==> src/rtl/wb_queue_if.sv <==
// Writeback queue bus: ALU and load result producers, register file
// write port, forwarding lookup and status.
//   master : result producers / decode (drive results, fwd_addr)
//   slave  : wb_queue (drives wr_*, in_ready, pend, fwd_*, ovf, count)
interface wb_queue_if #(
   parameter int pw    = 3,
   parameter int dw    = 8,
   parameter int depth = 4
);
   localparam int cw = $clog2(depth) + 1;

   logic              alu_valid;
   logic [pw-1:0]     alu_addr;
   logic [dw-1:0]     alu_data;
   logic              ld_valid;
   logic [pw-1:0]     ld_addr;
   logic [dw-1:0]     ld_data;
   logic              in_ready;
   logic              wr_en;
   logic [pw-1:0]     wr_addr;
   logic [dw-1:0]     wr_data;
   logic [pw-1:0]     fwd_addr;
   logic              fwd_hit;
   logic [dw-1:0]     fwd_data;
   logic [2**pw-1:0]  pend;
   logic              ovf;
   logic [cw-1:0]     count;

   modport master (
      output alu_valid, alu_addr, alu_data,
      output ld_valid, ld_addr, ld_data,
      output fwd_addr,
      input  in_ready, wr_en, wr_addr, wr_data,
      input  fwd_hit, fwd_data, pend, ovf, count
   );

   modport slave (
      input  alu_valid, alu_addr, alu_data,
      input  ld_valid, ld_addr, ld_data,
      input  fwd_addr,
      output in_ready, wr_en, wr_addr, wr_data,
      output fwd_hit, fwd_data, pend, ovf, count
   );
endinterface

==> src/rtl/wb_queue.sv <==
// Writeback buffer: merges ALU and load results into one in-order
// register file write stream, with pending mask and forwarding lookup.
//   clk, reset : clock, synchronous active-high reset
//   bus        : wb_queue_if slave (results in, wr_* out, fwd/pend/status)
module wb_queue #(
   parameter int pw    = 3,
   parameter int dw    = 8,
   parameter int depth = 4
) (
   input  logic     clk,
   input  logic     reset,
   wb_queue_if.slave bus
);
   localparam int aw = $clog2(depth);
   localparam int cw = aw + 1;

   logic [pw-1:0]    r_faddr [depth];
   logic [dw-1:0]    r_fdata [depth];
   logic [aw-1:0]    r_rd;
   logic [aw-1:0]    r_wr;
   logic [cw-1:0]    r_count;
   logic             r_wr_en;
   logic [pw-1:0]    r_wr_addr;
   logic [dw-1:0]    r_wr_data;
   logic             r_ovf;

   logic [cw-1:0]    w_space;
   logic             w_ready;
   logic             w_a;
   logic             w_l;
   logic             w_pop;
   logic [1:0]       w_n_push;
   logic [pw-1:0]    w_p0_addr;
   logic [dw-1:0]    w_p0_data;
   logic [aw-1:0]    w_wr1;
   logic [aw-1:0]    w_idx;
   logic [2**pw-1:0] w_pend;
   logic             w_hit;
   logic [dw-1:0]    w_fdat;

   assign w_space = cw'(depth) - r_count;
   assign w_ready = w_space >= cw'(2);
   assign w_a     = bus.alu_valid & w_ready;
   assign w_l     = bus.ld_valid & w_ready;
   assign w_pop   = r_count != '0;
   assign w_wr1   = r_wr + aw'(1);

   // When the FIFO is non-empty every accepted result is pushed;
   // otherwise the first accepted result bypasses to the output reg.
   // The second push slot is only ever the load result.
   always_comb begin
      w_n_push  = 2'd0;
      w_p0_addr = bus.alu_addr;
      w_p0_data = bus.alu_data;
      if (w_pop) begin
         w_n_push = {1'b0, w_a} + {1'b0, w_l};
         if (!w_a) begin
            w_p0_addr = bus.ld_addr;
            w_p0_data = bus.ld_data;
         end
      end else if (w_a && w_l) begin
         w_n_push  = 2'd1;
         w_p0_addr = bus.ld_addr;
         w_p0_data = bus.ld_data;
      end
   end

   always_ff @(posedge clk) begin
      if (reset) begin
         r_rd      <= '0;
         r_wr      <= '0;
         r_count   <= '0;
         r_wr_en   <= 1'b0;
         r_wr_addr <= '0;
         r_wr_data <= '0;
         r_ovf     <= 1'b0;
      end else begin
         if (w_pop) begin
            r_wr_en   <= 1'b1;
            r_wr_addr <= r_faddr[r_rd];
            r_wr_data <= r_fdata[r_rd];
            r_rd      <= r_rd + aw'(1);
         end else if (w_a) begin
            r_wr_en   <= 1'b1;
            r_wr_addr <= bus.alu_addr;
            r_wr_data <= bus.alu_data;
         end else if (w_l) begin
            r_wr_en   <= 1'b1;
            r_wr_addr <= bus.ld_addr;
            r_wr_data <= bus.ld_data;
         end else begin
            r_wr_en   <= 1'b0;
         end
         r_wr    <= r_wr + aw'(w_n_push);
         r_count <= r_count + cw'(w_n_push)
                    - cw'(w_pop);
         if ((bus.alu_valid || bus.ld_valid) && !w_ready)
            r_ovf <= 1'b1;
      end
   end

   // Entry storage needs no reset; validity comes from r_count.
   always_ff @(posedge clk) begin
      if (!reset) begin
         if (w_n_push != 2'd0) begin
            r_faddr[r_wr] <= w_p0_addr;
            r_fdata[r_wr] <= w_p0_data;
         end
         if (w_n_push == 2'd2) begin
            r_faddr[w_wr1] <= bus.ld_addr;
            r_fdata[w_wr1] <= bus.ld_data;
         end
      end
   end

   // Scan oldest to youngest so the last match wins.
   always_comb begin
      w_pend = '0;
      w_hit  = 1'b0;
      w_fdat = '0;
      w_idx  = r_rd;
      if (r_wr_en) begin
         w_pend[r_wr_addr] = 1'b1;
         if (r_wr_addr == bus.fwd_addr) begin
            w_hit  = 1'b1;
            w_fdat = r_wr_data;
         end
      end
      for (int k = 0; k < depth; k++) begin
         w_idx = r_rd + aw'(k);
         if (cw'(k) < r_count) begin
            w_pend[r_faddr[w_idx]] = 1'b1;
            if (r_faddr[w_idx] == bus.fwd_addr) begin
               w_hit  = 1'b1;
               w_fdat = r_fdata[w_idx];
            end
         end
      end
   end

   assign bus.in_ready = w_ready;
   assign bus.wr_en    = r_wr_en;
   assign bus.wr_addr  = r_wr_addr;
   assign bus.wr_data  = r_wr_data;
   assign bus.fwd_hit  = w_hit;
   assign bus.fwd_data = w_fdat;
   assign bus.pend     = w_pend;
   assign bus.ovf      = r_ovf;
   assign bus.count    = r_count;
endmodule

==> src/flat_wrapper.sv <==
// flat-port wrapper written by rule: the top's interface ports become plain ports
module wb_queue_flat 
#(
   parameter int pw    = 3,
   parameter int dw    = 8,
   parameter int depth = 4
)
  (clk, reset, bus_alu_valid, bus_alu_addr, bus_alu_data, bus_ld_valid, bus_ld_addr, bus_ld_data, bus_fwd_addr, bus_in_ready, bus_wr_en, bus_wr_addr, bus_wr_data, bus_fwd_hit, bus_fwd_data, bus_pend, bus_ovf, bus_count);
  wb_queue_if #(.pw(pw), .dw(dw), .depth(depth)) bus_i ();
  input  logic clk;
  input  logic reset;
  input wire logic [$bits(bus_i.alu_valid)-1:0] bus_alu_valid;
  input wire logic [$bits(bus_i.alu_addr)-1:0] bus_alu_addr;
  input wire logic [$bits(bus_i.alu_data)-1:0] bus_alu_data;
  input wire logic [$bits(bus_i.ld_valid)-1:0] bus_ld_valid;
  input wire logic [$bits(bus_i.ld_addr)-1:0] bus_ld_addr;
  input wire logic [$bits(bus_i.ld_data)-1:0] bus_ld_data;
  input wire logic [$bits(bus_i.fwd_addr)-1:0] bus_fwd_addr;
  output wire logic [$bits(bus_i.in_ready)-1:0] bus_in_ready;
  output wire logic [$bits(bus_i.wr_en)-1:0] bus_wr_en;
  output wire logic [$bits(bus_i.wr_addr)-1:0] bus_wr_addr;
  output wire logic [$bits(bus_i.wr_data)-1:0] bus_wr_data;
  output wire logic [$bits(bus_i.fwd_hit)-1:0] bus_fwd_hit;
  output wire logic [$bits(bus_i.fwd_data)-1:0] bus_fwd_data;
  output wire logic [$bits(bus_i.pend)-1:0] bus_pend;
  output wire logic [$bits(bus_i.ovf)-1:0] bus_ovf;
  output wire logic [$bits(bus_i.count)-1:0] bus_count;
  assign bus_i.alu_valid = bus_alu_valid;
  assign bus_i.alu_addr = bus_alu_addr;
  assign bus_i.alu_data = bus_alu_data;
  assign bus_i.ld_valid = bus_ld_valid;
  assign bus_i.ld_addr = bus_ld_addr;
  assign bus_i.ld_data = bus_ld_data;
  assign bus_i.fwd_addr = bus_fwd_addr;
  assign bus_in_ready = bus_i.in_ready;
  assign bus_wr_en = bus_i.wr_en;
  assign bus_wr_addr = bus_i.wr_addr;
  assign bus_wr_data = bus_i.wr_data;
  assign bus_fwd_hit = bus_i.fwd_hit;
  assign bus_fwd_data = bus_i.fwd_data;
  assign bus_pend = bus_i.pend;
  assign bus_ovf = bus_i.ovf;
  assign bus_count = bus_i.count;
  wb_queue #(.pw(pw), .dw(dw), .depth(depth)) u_core (.clk(clk), .reset(reset), .bus(bus_i));
endmodule
==> config.mk <==
export PLATFORM = sky130hd
export DESIGN_NAME = wb_queue_flat
export DESIGN_NICKNAME = d
export VERILOG_FILES = /design/src/rtl/wb_queue_if.sv /design/src/rtl/wb_queue.sv /design/src/flat_wrapper.sv
export SDC_FILE = /design/constraint.sdc
export NUM_CORES = 1
export LEC_CHECK = 0
export CAP_MARGIN = 20
export CORE_MARGIN = 2
export CORE_UTILIZATION = 59
export CTS_BUF_LIST = sky130_fd_sc_hd__clkbuf_4 sky130_fd_sc_hd__clkbuf_8
export DETAILED_ROUTE_END_ITERATION = 16
export PLACE_DENSITY = 0.84
export SYNTH_ARGS = -nofsm -noshare
export SYNTH_HDL_FRONTEND = slang
export SYNTH_SLANG_ARGS = --single-unit
==> constraint.sdc <==
create_clock -name clk -period 4.71 [get_ports clk]
set_input_delay 0.942 -clock clk [delete_from_list [all_inputs] [get_ports clk]]
set_output_delay 0.942 -clock clk [all_outputs]
set_load 0.02 [all_outputs]
==> implementation parameters, run 1 <==
Parameter                              Value

Route
  Remaining design rule violation count ... 0
  Number of nets with antenna violations after routing ... 0
  Routed wire length per instance ... 23.9 µm
  DRC marker count from the first detailed-route iteration ... 374
  Count of TritonRoute iterations in the first routing pass ... 5
  Via density per instance ... 7.17
  DRT Wirelength ... 14,200 µm
  Total vias in the final route ... 4,259

Worst setup path
  Number of buffers and inverters on the critical path ... 1
  Startpoint type of the worst setup path ... flip-flop
  Classification of the worst setup path ... flip-flop to output pin
  Setup crit end kind ... output pin
  FF-to-FF setup slack ... 0.64 ns
  Cells along the critical path ... mux4_1 -> xnor2_2 -> and4_1 -> a221oi_1 -> o211ai_1 -> clkdlybuf4s50_1
  Data required time of the worst path ... 3.77 ns
  Peak per-stage delay on the critical path ... 0.80 ns
  Endpoint arrival time on the critical path ... about 3.6 ns
  Reg-to-Reg Start ... u_core.bus.count[1]
  Cell type group with the largest total delay on the critical path ... multiplexers
  Depth of the worst register-to-register path ... 12
  Slowest library cell on the worst path ... mux4_1
  Maximum fanout encountered on the critical timing path ... 9
  Capture point of the worst reg-to-reg path ... u_core.r_faddr[0][1]

Global routing
  GR Overflow Total ... 0
  Initial antenna violation count ... 0
  Via count of the first global-routing pass ... between 4,000 and 5,000
  Combined global-route utilization of all metal layers ... 30.0%
  Maximum number of pins on one net before global-route repair ... 27
  Global-route wire length before repair ... 22,600 µm

Layout
  Layout area overhead ... 16.6%
  Final Instance Area ... between 0.006 and 0.007 mm²
  Antenna diode instance count ... 0
  Post-Route Utilization ... 70.7%
  Proportion of layout cells with a drive suffix above 1 ... about a quarter
  Number of fillers in the final layout ... 608
  Nets@finish ... 520

Placed design
  IO Port Bufs ... 62
  Global placer's final weighted congestion ... 0.914
  Pre-CTS setup slack ... 0.315 ns
  Detailed-placement wirelength estimate ... a little under 10,000 µm
  Placed cell areas ... 0.00592 mm²

Clocking
  Cell at the root of the clock tree ... clkbuf_8
  Deepest level of the CTS H-tree ... 3
  Skew-Pair Late Insertion Delay ... 0.35 ns
  Largest buffer count on any clock path ... 2
  Gates resized, CTS repair ... 0
  Number of post-CTS setup repair buffers ... 0
  Number of clock sinks ... 66
  Number of buffers added to fix hold violations after cts ... 0
  Worst-path clk slew ... 0.07 ns
  Clock tree from TritonCTS ... done
  Number of buffers created by CTS ... 9

Yosys
  Post-Synth XOR/XNOR Area ... approximately 4%
  Post-Syn Area ... 0.00526 mm²
  Yosys Warn Count ... 0
  Proportion of synthesized area in mux cells ... 34.3%
  Syn_area_per_cell ... roughly 12 µm²
  Post-synth EDFFs ... 44
  Share of the synthesized area in compound gates (AO/OA/AOI/OAI) ... 10.9%
  Flops & latches, synth ... 66
  Adder-cell share of the synthesized area ... 2.52%
  Post-synthesis simple-gate area fraction ... 9.89%
  Async set-reset flop share out of synthesis ... 0%
  Part of the Yosys area used for sequential elements ... 33.5%
  Predominant post-synthesis flop cell ... edfxtp_1
  Unique cell type count in the Yosys netlist ... 50
  Syn_nets ... 461
  Dominant combinational cell family by area after synthesis ... multiplexers
  Number of cells produced by synthesis ... 422

Worst hold path
  Worst hold path startpoint ... u_core.bus.ovf
  Worst Hold Class ... flip-flop to flip-flop
  Worst Hold Path Cells ... 2
  End point of the most critical hold path ... u_core.bus.ovf

Run status
  Result of the run ... finished clean

STA
  Setup violations, final ... 0
  Final number of max-transition violations ... 0
  Final hold violations ... 0
  Pin slew with the least headroom to its limit ... 1.09 ns
  RSZ-0062 raised after global routing ... no
  Part of the cycle the worst path needs ... 96.0%
  Slack of the critical path ... 0.190 ns
  Worst hold slack across all endpoints ... around 0.46 ns
  TNS Setup ... 0 ns
  Worst slew margin relative to its limit ... about 27%
  Maximum achievable frequency ... 221 MHz
  Final critical-path required period ... 4.52 ns
  Clk_skew ... 0.0113 ns

Power
  Lkg Pwr ... 2.08 nW
  Peak supply drop ... 0.000320 V
  PD cells ... 770 mW/mm²

Floorplanning
  Full die area ... 0.00969 mm²
  Core outline area ... 0.00868 mm²
  Y dimension of the die ... 98.5 µm
  Die span in x ... 98.5 µm
  I/O pin cnt ... 63
  Initial Util ... a little over 60%
  Cell Rows ... 34

Job
  Max-cap violations ... 0
==> registers in the layout (all words and copies together), names as in the netlist, named ones only <==
register and flops:
u_core.bus.count 3, u_core.bus.ovf 1, u_core.bus.wr_addr 3, u_core.bus.wr_data 8
u_core.bus.wr_en 1, u_core.r_faddr 12, u_core.r_fdata 32, u_core.r_rd 2
u_core.r_wr 2
==> synth_stat cells, drive strengths merged (9+ instances only) <==
cell type	count	area share [%]
xnor2	20	4.0
mux4	44	21
dfxtp	22	8.4
ha	9	2.1
o211ai	15	2.1
mux2	58	12
buf	18	2.5
nand2	26	1.9
nand2b	11	1.3
a222oi	11	2.1
edfxtp	44	25
clkbuf	11	1.5
inv	11	0.78
nand3	9	0.86
nor2	33	2.4
==> cells by family after synthesis <==
family | Yosys count
buffers and inverters | 41
and+or+nand+nor | 107
adders and majority gates | 10
xor gates and xnor gates | 20
muxes | 107
DFF | 66
AOI/OAI and AO/OA | 71
==> power by group <==
part | switching [mW] | total (mW) | leakage [nW] | internal, mW
Clock | 0.227 | 0.527 | 0.109 | 0.301
Combinational | 1.60 | 3.14 | 1.39 | 1.54
Sequential | 0.215 | 1.05 | 0.582 | 0.838
==> placed cells by master, fill, tap and decap left out, drive strengths merged, types with 2 or more instances in the layout <==
cell type      count
a31oi              2
dfxtp             22
a222oi            11
or3                3
a21oi              3
clkinv             5
or2                2
clkdlybuf4s50     62
clkbuf            10
a21o               2
o21ai              8
bufinv             2
nor2              33
mux4              44
nand4              3
xnor2             20
o211ai            15
nor3b              3
nand2             26
buf               15
ha                 9
and4               3
mux2i              5
o22ai              7
a22oi              2
mux2              58
nand3              9
o32ai              4
nor2b              4
o221ai             4
edfxtp            44
nand2b            11
nor3               8
inv               11
a221oi             8
==> per-stage QoR <==
step           std cells  power (mW)
2_1_floorplan        422        3.23
3_3_place_gp         578        4.03
3_5_place_dp         578        4.15
4_1_cts              594        4.68
5_1_grt              594        4.95
6_report             594        4.72
==> how the worst max path moves through the flow <==
| stage | start | endpoint | cells after the start |
|---|---|---|---|
| finish | flip-flop | bus_fwd_data[2] | 6 |
| global route | u_core.r_rd[0] | bus_fwd_data[7] | 6 |
| CTS | u_core.r_rd[1] | bus_fwd_data[7] | 6 |
| detailed placement | bus_fwd_addr[1] | bus_fwd_data[7] | 7 |
| global placement | bus_fwd_addr[1] | bus_fwd_data[2] | 7 |
| floorplan | u_core.bus.count[1] | u_core.r_faddr[0][0] | 13 |
==> area by class of cell <==
cell class / instances / area, µm² / share of cell area [%]
Multi-Input combinational cell: 315 / 3250 / 52.9
Sequential cell: 66 / 1760 / 28.7
Timing Repair Buffer: 77 / 733 / 11.9
Tap cell: 108 / 135 / 2.20
Clock buffer: 10 / 131 / 2.14
Clock inverter: 6 / 81.3 / 1.33
Inverter: 12 / 45.0 / 0.734
==> tightest hold or removal path: stages, from the launching register on <==
cell and delay (ns):
dfxtp_1 0.32, inv_1 0.05, a21oi_1 0.05
==> metal layers <==
layer  up-vias  track usage (%)  share of wire [%]
met3        69             6.03                8.1
met1      2045             35.5                 36
met4         0             16.3                4.8
met2       299             51.6                 51
met5         -                0                  0
li1       1846                -                  -
Power figures use the tool's default switching activity.
==> inputs of run 2 (changes only) <==
--- a/config.mk
+++ b/config.mk
@@ -14,3 +14,4 @@
 export SYNTH_ARGS = -nofsm -noshare
 export SYNTH_HDL_FRONTEND = slang
 export SYNTH_SLANG_ARGS = --single-unit
+export TNS_END_PERCENT = 30
==> results of run 2 <==
Same layout as run 1: the final DEF is identical, and so are final timing and power.
